$ cat config.mk
export PLATFORM = sky130hd
export DESIGN_NAME = uart_loader
export DESIGN_NICKNAME = d
export VERILOG_FILES = /design/src/rtl/uart_loader.sv
export SDC_FILE = /design/constraint.sdc
export NUM_CORES = 1
export LEC_CHECK = 0
export ABC_CLOCK_PERIOD_IN_PS = 2500
export BUFFER_PORTS_ARGS = -buffer_cell sky130_fd_sc_hd__buf_2
export CORE_AREA = 2 2 100 102
export CTS_BUF_LIST = sky130_fd_sc_hd__clkbuf_8
export DETAILED_ROUTE_END_ITERATION = 8
export DIE_AREA = 0 0 102 104
export GPL_TIMING_DRIVEN = 0
export PLACE_DENSITY = 0.75
export SLEW_MARGIN = 20
export SYNTH_ARGS = -nofsm -noshare
export SYNTH_HDL_FRONTEND = slang
export SYNTH_SLANG_ARGS = --single-unit
$ cat constraint.sdc
create_clock -name clk -period 2.5 [get_ports clk]
set_clock_uncertainty 0.2 [all_clocks]
set_input_delay 0.125 -clock clk [delete_from_list [all_inputs] [get_ports clk]]
set_output_delay 0.125 -clock clk [all_outputs]
set_load 0.005 [all_outputs]
$ cat src/rtl/uart_loader.sv
// uart_loader: serial bootloader and run controller in front of the CPU.
// Parses UART command frames, writes program bytes into the shared 512x8 RAM,
// launches the CPU at a given address and reports status bytes back over UART.
//
// Ports:
//   clk, rst         system clock, synchronous active-high reset
//   rx_byte/received byte stream from the UART receiver
//   tx_byte/transmit response byte and one-cycle send strobe to the transmitter
//   is_transmitting  transmitter busy; responses wait until it is low
//   l_waddr/l_dwrite/l_write_en  RAM write port, one cycle per data byte
//   cpu_start        one-cycle CPU launch pulse
//   startaddr        CPU start address, held after the pulse
//   cpu_halted       one-cycle halt strobe from the CPU
//   running          high while the CPU owns the machine
module uart_loader #(
    parameter int unsigned TIMEOUT = 1200000
) (
    input  logic       clk,
    input  logic       rst,
    input  logic [7:0] rx_byte,
    input  logic       received,
    output logic [7:0] tx_byte,
    output logic       transmit,
    input  logic       is_transmitting,
    output logic [8:0] l_waddr,
    output logic [7:0] l_dwrite,
    output logic       l_write_en,
    output logic       cpu_start,
    output logic [8:0] startaddr,
    input  logic       cpu_halted,
    output logic       running
);

    localparam int unsigned CW = $clog2(TIMEOUT + 1);
    localparam int unsigned AW = 9;
    localparam int unsigned DW = 8;

    localparam logic [DW-1:0] CMD_LOAD = 8'h4C;
    localparam logic [DW-1:0] CMD_RUN  = 8'h52;
    localparam logic [DW-1:0] RSP_ACK  = 8'h06;
    localparam logic [DW-1:0] RSP_NAK  = 8'h15;
    localparam logic [DW-1:0] RSP_UNK  = 8'h3F;
    localparam logic [DW-1:0] RSP_HALT = 8'h48;

    typedef enum logic [3:0] {
        S_IDLE,
        S_L_AH,
        S_L_AL,
        S_L_LEN,
        S_L_DATA,
        S_L_CSUM,
        S_R_AH,
        S_R_AL,
        S_START,
        S_RUNNING,
        S_RESP
    } state_e;

    state_e state_q, state_d;

    logic [AW-1:0] addr_q, addr_d;
    logic [DW-1:0] sum_q, sum_d;
    logic [DW-1:0] rem_q, rem_d;
    logic [CW-1:0] cnt_q, cnt_d;
    logic [DW-1:0] resp_q, resp_d;
    logic          hi_q, hi_d;

    logic [DW-1:0] tx_byte_q, tx_byte_d;
    logic          transmit_q, transmit_d;
    logic [AW-1:0] l_waddr_q, l_waddr_d;
    logic [DW-1:0] l_dwrite_q, l_dwrite_d;
    logic          l_write_en_q, l_write_en_d;
    logic          cpu_start_q, cpu_start_d;
    logic [AW-1:0] startaddr_q, startaddr_d;
    logic          running_q, running_d;

    logic timed_c;
    logic timeout_c;

    // Inter-byte timer runs only while a frame is in progress.
    always_comb begin
        timed_c = 1'b0;
        case (state_q)
            S_L_AH, S_L_AL, S_L_LEN, S_L_DATA, S_L_CSUM, S_R_AH, S_R_AL: timed_c = 1'b1;
            default: timed_c = 1'b0;
        endcase
    end

    // A byte arriving on the expiry cycle wins over the timeout.
    assign timeout_c = timed_c && !received && ((cnt_q + CW'(1)) == CW'(TIMEOUT));

    // State register.
    always_ff @(posedge clk) begin
        if (rst) begin
            state_q <= S_IDLE;
        end else begin
            state_q <= state_d;
        end
    end

    // Next-state logic.
    always_comb begin
        state_d = state_q;
        if (timeout_c) begin
            state_d = S_RESP;
        end else begin
            case (state_q)
                S_IDLE: begin
                    if (received) begin
                        if (rx_byte == CMD_LOAD)     state_d = S_L_AH;
                        else if (rx_byte == CMD_RUN) state_d = S_R_AH;
                        else                         state_d = S_RESP;
                    end
                end
                S_L_AH:   if (received) state_d = S_L_AL;
                S_L_AL:   if (received) state_d = S_L_LEN;
                S_L_LEN:  if (received) state_d = (rx_byte == '0) ? S_L_CSUM : S_L_DATA;
                S_L_DATA: if (received && rem_q == DW'(1)) state_d = S_L_CSUM;
                S_L_CSUM: if (received) state_d = S_RESP;
                S_R_AH:   if (received) state_d = S_R_AL;
                S_R_AL:   if (received) state_d = S_START;
                S_START:  state_d = S_RUNNING;
                S_RUNNING: if (cpu_halted) state_d = S_RESP;
                S_RESP:   if (!is_transmitting) state_d = S_IDLE;
                default:  state_d = S_IDLE;
            endcase
        end
    end

    // Datapath and output next values; pulses default low every cycle.
    always_comb begin
        addr_d       = addr_q;
        sum_d        = sum_q;
        rem_d        = rem_q;
        resp_d       = resp_q;
        hi_d         = hi_q;
        tx_byte_d    = tx_byte_q;
        transmit_d   = 1'b0;
        l_waddr_d    = l_waddr_q;
        l_dwrite_d   = l_dwrite_q;
        l_write_en_d = 1'b0;
        cpu_start_d  = 1'b0;
        startaddr_d  = startaddr_q;
        running_d    = running_q;

        if (!timed_c || received || timeout_c) cnt_d = '0;
        else                                   cnt_d = cnt_q + CW'(1);

        if (timeout_c) begin
            resp_d = RSP_NAK;
        end else begin
            case (state_q)
                S_IDLE: begin
                    if (received) begin
                        sum_d = '0;
                        if (rx_byte != CMD_LOAD && rx_byte != CMD_RUN) resp_d = RSP_UNK;
                    end
                end
                S_L_AH, S_R_AH: if (received) hi_d = rx_byte[0];
                S_L_AL:  if (received) addr_d = {hi_q, rx_byte};
                S_L_LEN: if (received) rem_d = rx_byte;
                S_L_DATA: begin
                    if (received) begin
                        l_waddr_d    = addr_q;
                        l_dwrite_d   = rx_byte;
                        l_write_en_d = 1'b1;
                        addr_d       = addr_q + AW'(1);
                        sum_d        = sum_q + rx_byte;
                        rem_d        = rem_q - DW'(1);
                    end
                end
                S_L_CSUM: if (received) resp_d = (rx_byte == sum_q) ? RSP_ACK : RSP_NAK;
                S_R_AL:   if (received) startaddr_d = {hi_q, rx_byte};
                S_START: begin
                    cpu_start_d = 1'b1;
                    running_d   = 1'b1;
                end
                S_RUNNING: begin
                    if (cpu_halted) begin
                        running_d = 1'b0;
                        resp_d    = RSP_HALT;
                    end
                end
                S_RESP: begin
                    if (!is_transmitting) begin
                        tx_byte_d  = resp_q;
                        transmit_d = 1'b1;
                    end
                end
                default: ;
            endcase
        end
    end

    // Datapath and output registers.
    always_ff @(posedge clk) begin
        if (rst) begin
            addr_q       <= '0;
            sum_q        <= '0;
            rem_q        <= '0;
            cnt_q        <= '0;
            resp_q       <= '0;
            hi_q         <= 1'b0;
            tx_byte_q    <= '0;
            transmit_q   <= 1'b0;
            l_waddr_q    <= '0;
            l_dwrite_q   <= '0;
            l_write_en_q <= 1'b0;
            cpu_start_q  <= 1'b0;
            startaddr_q  <= '0;
            running_q    <= 1'b0;
        end else begin
            addr_q       <= addr_d;
            sum_q        <= sum_d;
            rem_q        <= rem_d;
            cnt_q        <= cnt_d;
            resp_q       <= resp_d;
            hi_q         <= hi_d;
            tx_byte_q    <= tx_byte_d;
            transmit_q   <= transmit_d;
            l_waddr_q    <= l_waddr_d;
            l_dwrite_q   <= l_dwrite_d;
            l_write_en_q <= l_write_en_d;
            cpu_start_q  <= cpu_start_d;
            startaddr_q  <= startaddr_d;
            running_q    <= running_d;
        end
    end

    assign tx_byte    = tx_byte_q;
    assign transmit   = transmit_q;
    assign l_waddr    = l_waddr_q;
    assign l_dwrite   = l_dwrite_q;
    assign l_write_en = l_write_en_q;
    assign cpu_start  = cpu_start_q;
    assign startaddr  = startaddr_q;
    assign running    = running_q;

endmodule

==> results of run 1 <==
-- stage by stage --
step / utilization (%) / area [µm²] / hold slack, ns / setup TNS [ns] / std cells
2_1_floorplan: - / 5002 / 0.06097 / -0.001396 / 624
3_3_place_gp: 56.64 / 5409 / 0.2402 / -8.249 / 805
3_5_place_dp: 56.64 / 5409 / 0.2461 / -9.119 / 805
4_1_cts: 61.46 / 5869 / 0.02925 / -0.1639 / 839
5_1_grt: 63.50 / 6063 / 0.08095 / -1.279 / 845
6_report: 63.50 / 6063 / 0.05266 / -0.2809 / 845
-- power groups by stage --
| stage | Sequential [mW] | Combinational, mW | Clock [mW] |
|---|---|---|---|
| final | 1.70 | 0.999 | 0.989 |
| after global routing | 1.72 | 1.12 | 1.07 |
| after CTS | 1.70 | 0.932 | 1.02 |
| after detailed placement | 1.74 | 0.886 | 0 |
| after global placement | 1.73 | 0.871 | 0 |
| after floorplan | 1.71 | 0.673 | 0 |
-- critical path, stage by stage, from the launching register on --
cell	delay, ns
dfxtp_1	0.32
clkbuf_4	0.19
nand3_4	0.16
nor4_4	0.32
o2111ai_1	0.20
a2111o_1	0.40
or4_4	0.58
o22ai_2	0.15
-- cell usage after synthesis (3+ instances only) --
library cell and count:
dfxtp_1 93, nand2_1 79, nor2_1 73, a21oi_1 42, clkbuf_1 31, o21ai_0 31
nor3_1 25, mux2i_1 21, nand3_1 19, and3_1 13, xnor2_1 13, inv_1 12
ha_1 11, xor2_1 10, a22oi_1 9, nand4_1 9, nor4_1 9, nor2b_1 8
o22ai_1 8, a211oi_1 7, buf_2 7, nand2b_1 6, nor3b_1 6, or2_2 6
or3_1 6, o21a_1 5, a21boi_0 3, a21o_1 3, and2_1 3, and4_1 3
nor4_2 3, nor4bb_1 3, o32ai_1 3
-- state kept, by name, indices dropped and copies added (netlist names) --
signal / cells
running: 1
addr_q: 9
cnt_q: 21
transmit: 1
l_write_en: 1
resp_q: 6
cpu_start: 1
l_waddr: 9
startaddr: 9
tx_byte: 6
l_dwrite: 8
rem_q: 8
state_q: 4
sum_q: 8
hi_q: 1
-- metal layers --
metal / vias up / share of wire [%] / global-route usage, %
met1: 2339 / 42 / 33.05
met3: 26 / 6.2 / 5.108
met2: 185 / 49 / 40.46
met5: - / 0 / 0
met4: 0 / 2.2 / 9.333
li1: 2396 / - / -
-- cells in the final DEF (no fill, tap or decap), types with 12 or more instances in the layout --
cell	count
buf_4	20
nor2_1	69
clkbuf_1	22
buf_2	48
a21oi_1	42
dfxtp_1	83
mux2i_1	20
nor3_1	23
inv_1	12
nand2_1	79
xnor2_1	13
o21ai_0	30
nand3_1	18
-- kinds of logic (layout without fill, tap and decap cells) --
logic type | after synthesis | in the layout | synth area share [%]
simple gates | 281 | 281 | 28.88
compound gates | 139 | 139 | 17.76
flops | 93 | 93 | 37.43
buf+inv | 54 | 142 | 4.402
xor+xnor | 23 | 23 | 4.050
mux | 21 | 21 | 4.226
fa+ha+maj | 12 | 12 | 3.170
other cells | 1 | 1 | 0.07540
-- path summary, 6_finish.rpt --
| path | from | depth (start not counted) | slack (ns) | to |
|---|---|---|---|---|
| max reg2reg | cnt_q[4] | 7 | -0.09 | resp_q[0] |
| max | cnt_q[4] | 7 | -0.09 | resp_q[0] |
| min | rst | 3 | 0.05 | sum_q[7] |
| min reg2reg | l_waddr[2] | 2 | 0.26 | l_waddr[2] |
-- area by class of cell --
type	instances	area [µm²]	share of cell area, %
Clock buffer	10	137.6	2.270
Buffer	37	186.4	3.075
Clock inverter	6	50.05	0.8254
Multi-Input combinational cell	477	3109	51.28
Inverter	12	45.04	0.7429
Timing Repair Buffer	77	486.7	8.027
Sequential cell	93	1882	31.04
Tap cell	133	166.4	2.745
-- repair_timing --
item,4_1_cts,5_1_grt
endpoints found under the setup margin,50,79
pin swaps,10,14
hold buffers,10,0
setup buffers,11,8
endpoints found under the hold margin,25,0
resized for setup,28,47
==> flow_metrics.tcl, run 1 <==
set metrics [dict create \
    pre_cts_slack_ns -0.3265 \
    h-tree-depth 3 \
    setup_viol 4 \
    fp-row-count 36 \
    portBuffers 48 \
    yosys-top-cells-area "dfxtp_1 (37%), nand2_1 (6.0%), nor2_1 (5.5%), a21oi_1 (4.2%), mux2i_1 (4.2%)" \
    clk_pin_slew_ns 0.10 \
    swShare_pct 35.63 \
    fin_ws_ns -0.09442 \
    grt_pass1_vias 4565 \
    critPathMaxFanout 8 \
    n_fill_cell 870 \
    finalNetCount 732 \
    violations "negative setup slack" \
    fp.dieArea_um2 10610 \
    grt_pass1_wl_um 21360 \
    cts_tree "built" \
    rsz0062_at_grt "true" \
    fin_crit_ns 2.594 \
    status "finished, violations left" \
    post-route-period-util_pct 103.8 \
    yosys.area.top_type "dfxtp_1" \
    synth_edf_count 0 \
    intPower_mw 2.377 \
    ant_nets 0 \
    finalPower_mw 3.693 \
    endpoint_kind "register" \
    cts_root_buf "clkbuf_8" \
    grt-ovfl-total 0 \
    p_per_area_nw_per_um2 609.1 \
    crit_arrival_ns 2.69 \
    synth-seq-area-share_pct 37.43 \
    fmax_mhz 385.4 \
    antennaDiodeCount 0 \
    clk_path_buf_depth 2 \
    ys_warn_count 0 \
    crit_type "reg -> reg" \
    peakVddDrop_v 0.0003776 \
    drc 0 \
    startpoint_type "register" \
    dr.pass1.iters 5 \
    avgRoutedWirePerCell_um 16.31 \
    insertion_delay_ns 0.39 \
    drv_slew 0 \
    synth_seq_cells 93 \
    cts_inserted_buffers 9 \
    num_vias 4946 \
    cts_sinks 93 \
    dieWidth_um 102 \
    layout-drive-gt1-share_pct 21.49 \
    synth_top_area_share_pct 37.43 \
    gp_congestion 0.9414 \
    relSlewSlack_pct 50.10 \
    start_util_pct 52.08 \
    syn_to_final_growth_pct 21.91 \
    combPwrFrac_pct 27.1 \
    pin_count 51 \
    p_switching_mw 1.316 \
    die_h_um 104 \
    viasPerCell 5.853 \
    drv_cap 0 \
    synth_flop_cell "dfxtp_1" \
    holdCritPathClass "in -> reg" \
    track_usage_pct 25.15 \
    routed_wl_um 13780 \
    syn-num-nets 649 \
    drt_iter0_drc 250 \
    leakage_nw 2.309 \
    syn-cell-area_um2 4974 \
    dpl.hpwl_um 9197 \
    ys_async_sr_fraction_pct 0 \
    grt_max_degree 18 \
    required_ns 2.60 \
    hold_violations 0 \
    syn_area_per_cell_um2 7.970 \
    grt_antenna_before_repair 0 \
    design.core.area_um2 9549 \
    synth.distinct_cells 65 \
    p_seq_share_pct 46.2 \
    netlist_instances 624 \
    worst_pin_slew_ns 0.7406 \
    clkPwrFrac_pct 26.8 \
]
Note: power is estimated with default switching activity, not from simulation.
==> inputs of run 2 (changes only) <==
--- a/config.mk
+++ b/config.mk
@@ -7,10 +7,10 @@
 export LEC_CHECK = 0
 export ABC_CLOCK_PERIOD_IN_PS = 2500
 export BUFFER_PORTS_ARGS = -buffer_cell sky130_fd_sc_hd__buf_2
-export CORE_AREA = 2 2 100 102
+export CORE_AREA = 2 2 115 89
 export CTS_BUF_LIST = sky130_fd_sc_hd__clkbuf_8
 export DETAILED_ROUTE_END_ITERATION = 8
-export DIE_AREA = 0 0 102 104
+export DIE_AREA = 0 0 117 91
 export GPL_TIMING_DRIVEN = 0
 export PLACE_DENSITY = 0.75
 export SLEW_MARGIN = 20
==> flow_metrics.tcl, run 2 (same netlist as run 1, synthesis figures left out) <==
set metrics [dict create \
    portBuffers 48 \
    drv_cap 0 \
    worst_pin_slew_ns 0.7447 \
    grt-busiest-layer "met1" \
    peakVddDrop_v 0.0003506 \
    clk_path_buf_depth 2 \
    reg2reg_slack_ns -0.07 \
    viasPerCell 5.911 \
    num_vias 5007 \
    endpoint_kind "register" \
    hold_violations 0 \
    whs_path_depth 3 \
    cp_slowest_stage_delay_ns 0.56 \
    post-route-period-util_pct 102.6 \
    grt_max_degree 17 \
    startpoint_type "register" \
    cts_inserted_buffers 9 \
    clk_pin_slew_ns 0.09 \
    place_area_um2 5408 \
    hold_start "rx_byte[5]" \
    routed_wl_um 14600 \
    p_per_area_nw_per_um2 597.0 \
    holdCritPathClass "in -> reg" \
    final_cell_area_um2 6193 \
    largest-register "cnt_q" \
    crit_type "reg -> reg" \
    crit_buf_inv 0 \
    fp.dieArea_um2 10650 \
    rr_worst_depth 6 \
    h-tree-depth 3 \
    drv_slew 0 \
    setup_viol 4 \
    grt_antenna_before_repair 0 \
    largest_reg_flops 21 \
    violations "negative setup slack" \
    insertion_delay_ns 0.38 \
    dieWidth_um 117 \
    crit_arrival_ns 2.66 \
    grt_pass1_vias 4749 \
    critPathMaxFanout 6 \
    dr.pass1.iters 4 \
    rsz0062_at_grt "true" \
    cts_sinks 93 \
    syn_to_final_growth_pct 24.53 \
    setup_tns_ns -0.1501 \
    fin_util_pct 65.17 \
    drc 0 \
    min_to "addr_q[5]" \
    finalNetCount 735 \
    met3_usage_pct 5.274 \
    die_h_um 91 \
    pre_cts_slack_ns -0.4521 \
    r2r-start "cnt_q[15]" \
    fp-row-count 31 \
    status "finished, violations left" \
    fin_crit_ns 2.566 \
    leakage_nw 2.350 \
    cpMaxStageDelayCell "or4_4" \
    dpl.hpwl_um 9990 \
    r2r-end "state_q[3]" \
    gp_congestion 0.8939 \
    start_util_pct 52.34 \
    grt_pass1_wl_um 23770 \
    relSlewSlack_pct 50.35 \
    drt_iter0_drc 576 \
    track_usage_pct 28.24 \
    fin_ws_ns -0.06609 \
    ant_nets 0 \
    crit_family "simple AND/OR/NAND/NOR gates" \
    design.core.area_um2 9503 \
    grt-ovfl-total 0 \
    antennaDiodeCount 0 \
    layout_commonest_cell "dfxtp_1" \
    whs_ns 0.04799 \
    required_ns 2.59 \
    cts_root_buf "clkbuf_8" \
    grt.met2_usage_pct 41.23 \
    cts_tree "built" \
    layout-drive-gt1-share_pct 22.66 \
    fmax_mhz 389.7 \
    path_cells "and4_1 -> and3_4 -> a211o_1 -> a2111o_1 -> or4_4 -> o22ai_1" \
    avgRoutedWirePerCell_um 17.23 \
    grt_util_met1_pct 41.79 \
    final_cell_mix "dfxtp_1 (84), nand2_1 (79), nor2_1 (70)" \
    pin_count 51 \
    n_fill_cell 790 \
]
## run 2: timing repair
action / in CTS / in global routing
hold buffers: 9 / 0
pin swaps: 14 / 19
gates resized for setup: 52 / 38
setup endpoints to repair: 54 / 49
buffers inserted: 21 / 1
hold endpoints to repair: 24 / 0
## run 2: how the worst max path moves through the flow
stage                         start          to  slack (ns)  depth (start not counted)
after global placement     cnt_q[1]    cnt_q[1]       -0.38                          8
after CTS                  cnt_q[1]   resp_q[0]       -0.05                          9
after global routing       cnt_q[2]  state_q[3]       -0.11                          8
after detailed placement   cnt_q[1]    cnt_q[1]       -0.45                          8
after floorplan            cnt_q[0]   resp_q[0]      -0.001                          8
final                     cnt_q[15]  state_q[3]       -0.07                          6
## run 2: layer usage
layer,vias to the layer above,wire length (µm)
met1,2385,6840
met3,33,973
met4,0,325
met5,-,0
li1,2409,-
met2,180,6455
## run 2: through the flow
step                      power (mW)  cells
after detailed placement       2.635    804
final                          3.698    847
after floorplan                2.379    624
after global routing           3.875    847
after CTS                      3.630    848
after global placement         2.602    804
## run 2: tightest hold or removal path, cell delays in order
cell,delay (ns)
buf_2,0.17
o22ai_1,0.19
a211oi_1,0.09
## run 2: cell type report
| type | count | area [µm²] | share of cell area (%) |
|---|---|---|---|
| sequential | 93 | 1881 | 30.36 |
| buffer | 38 | 188.9 | 3.051 |
| multi-input combinational | 477 | 3202 | 51.70 |
| clock inverter | 6 | 43.79 | 0.7071 |
| inverter | 12 | 45.04 | 0.7273 |
| tap | 132 | 165.2 | 2.667 |
| timing repair buffer | 79 | 530.5 | 8.566 |
| clock buffer | 10 | 137.6 | 2.222 |
## run 2: power by group
group / total, mW / leakage (nW) / switching, mW / internal, mW
registers: 1.70 / 0.758 / 0.102 / 1.60
logic: 1.03 / 1.50 / 0.656 / 0.374
clock network: 0.964 / 0.0935 / 0.568 / 0.396
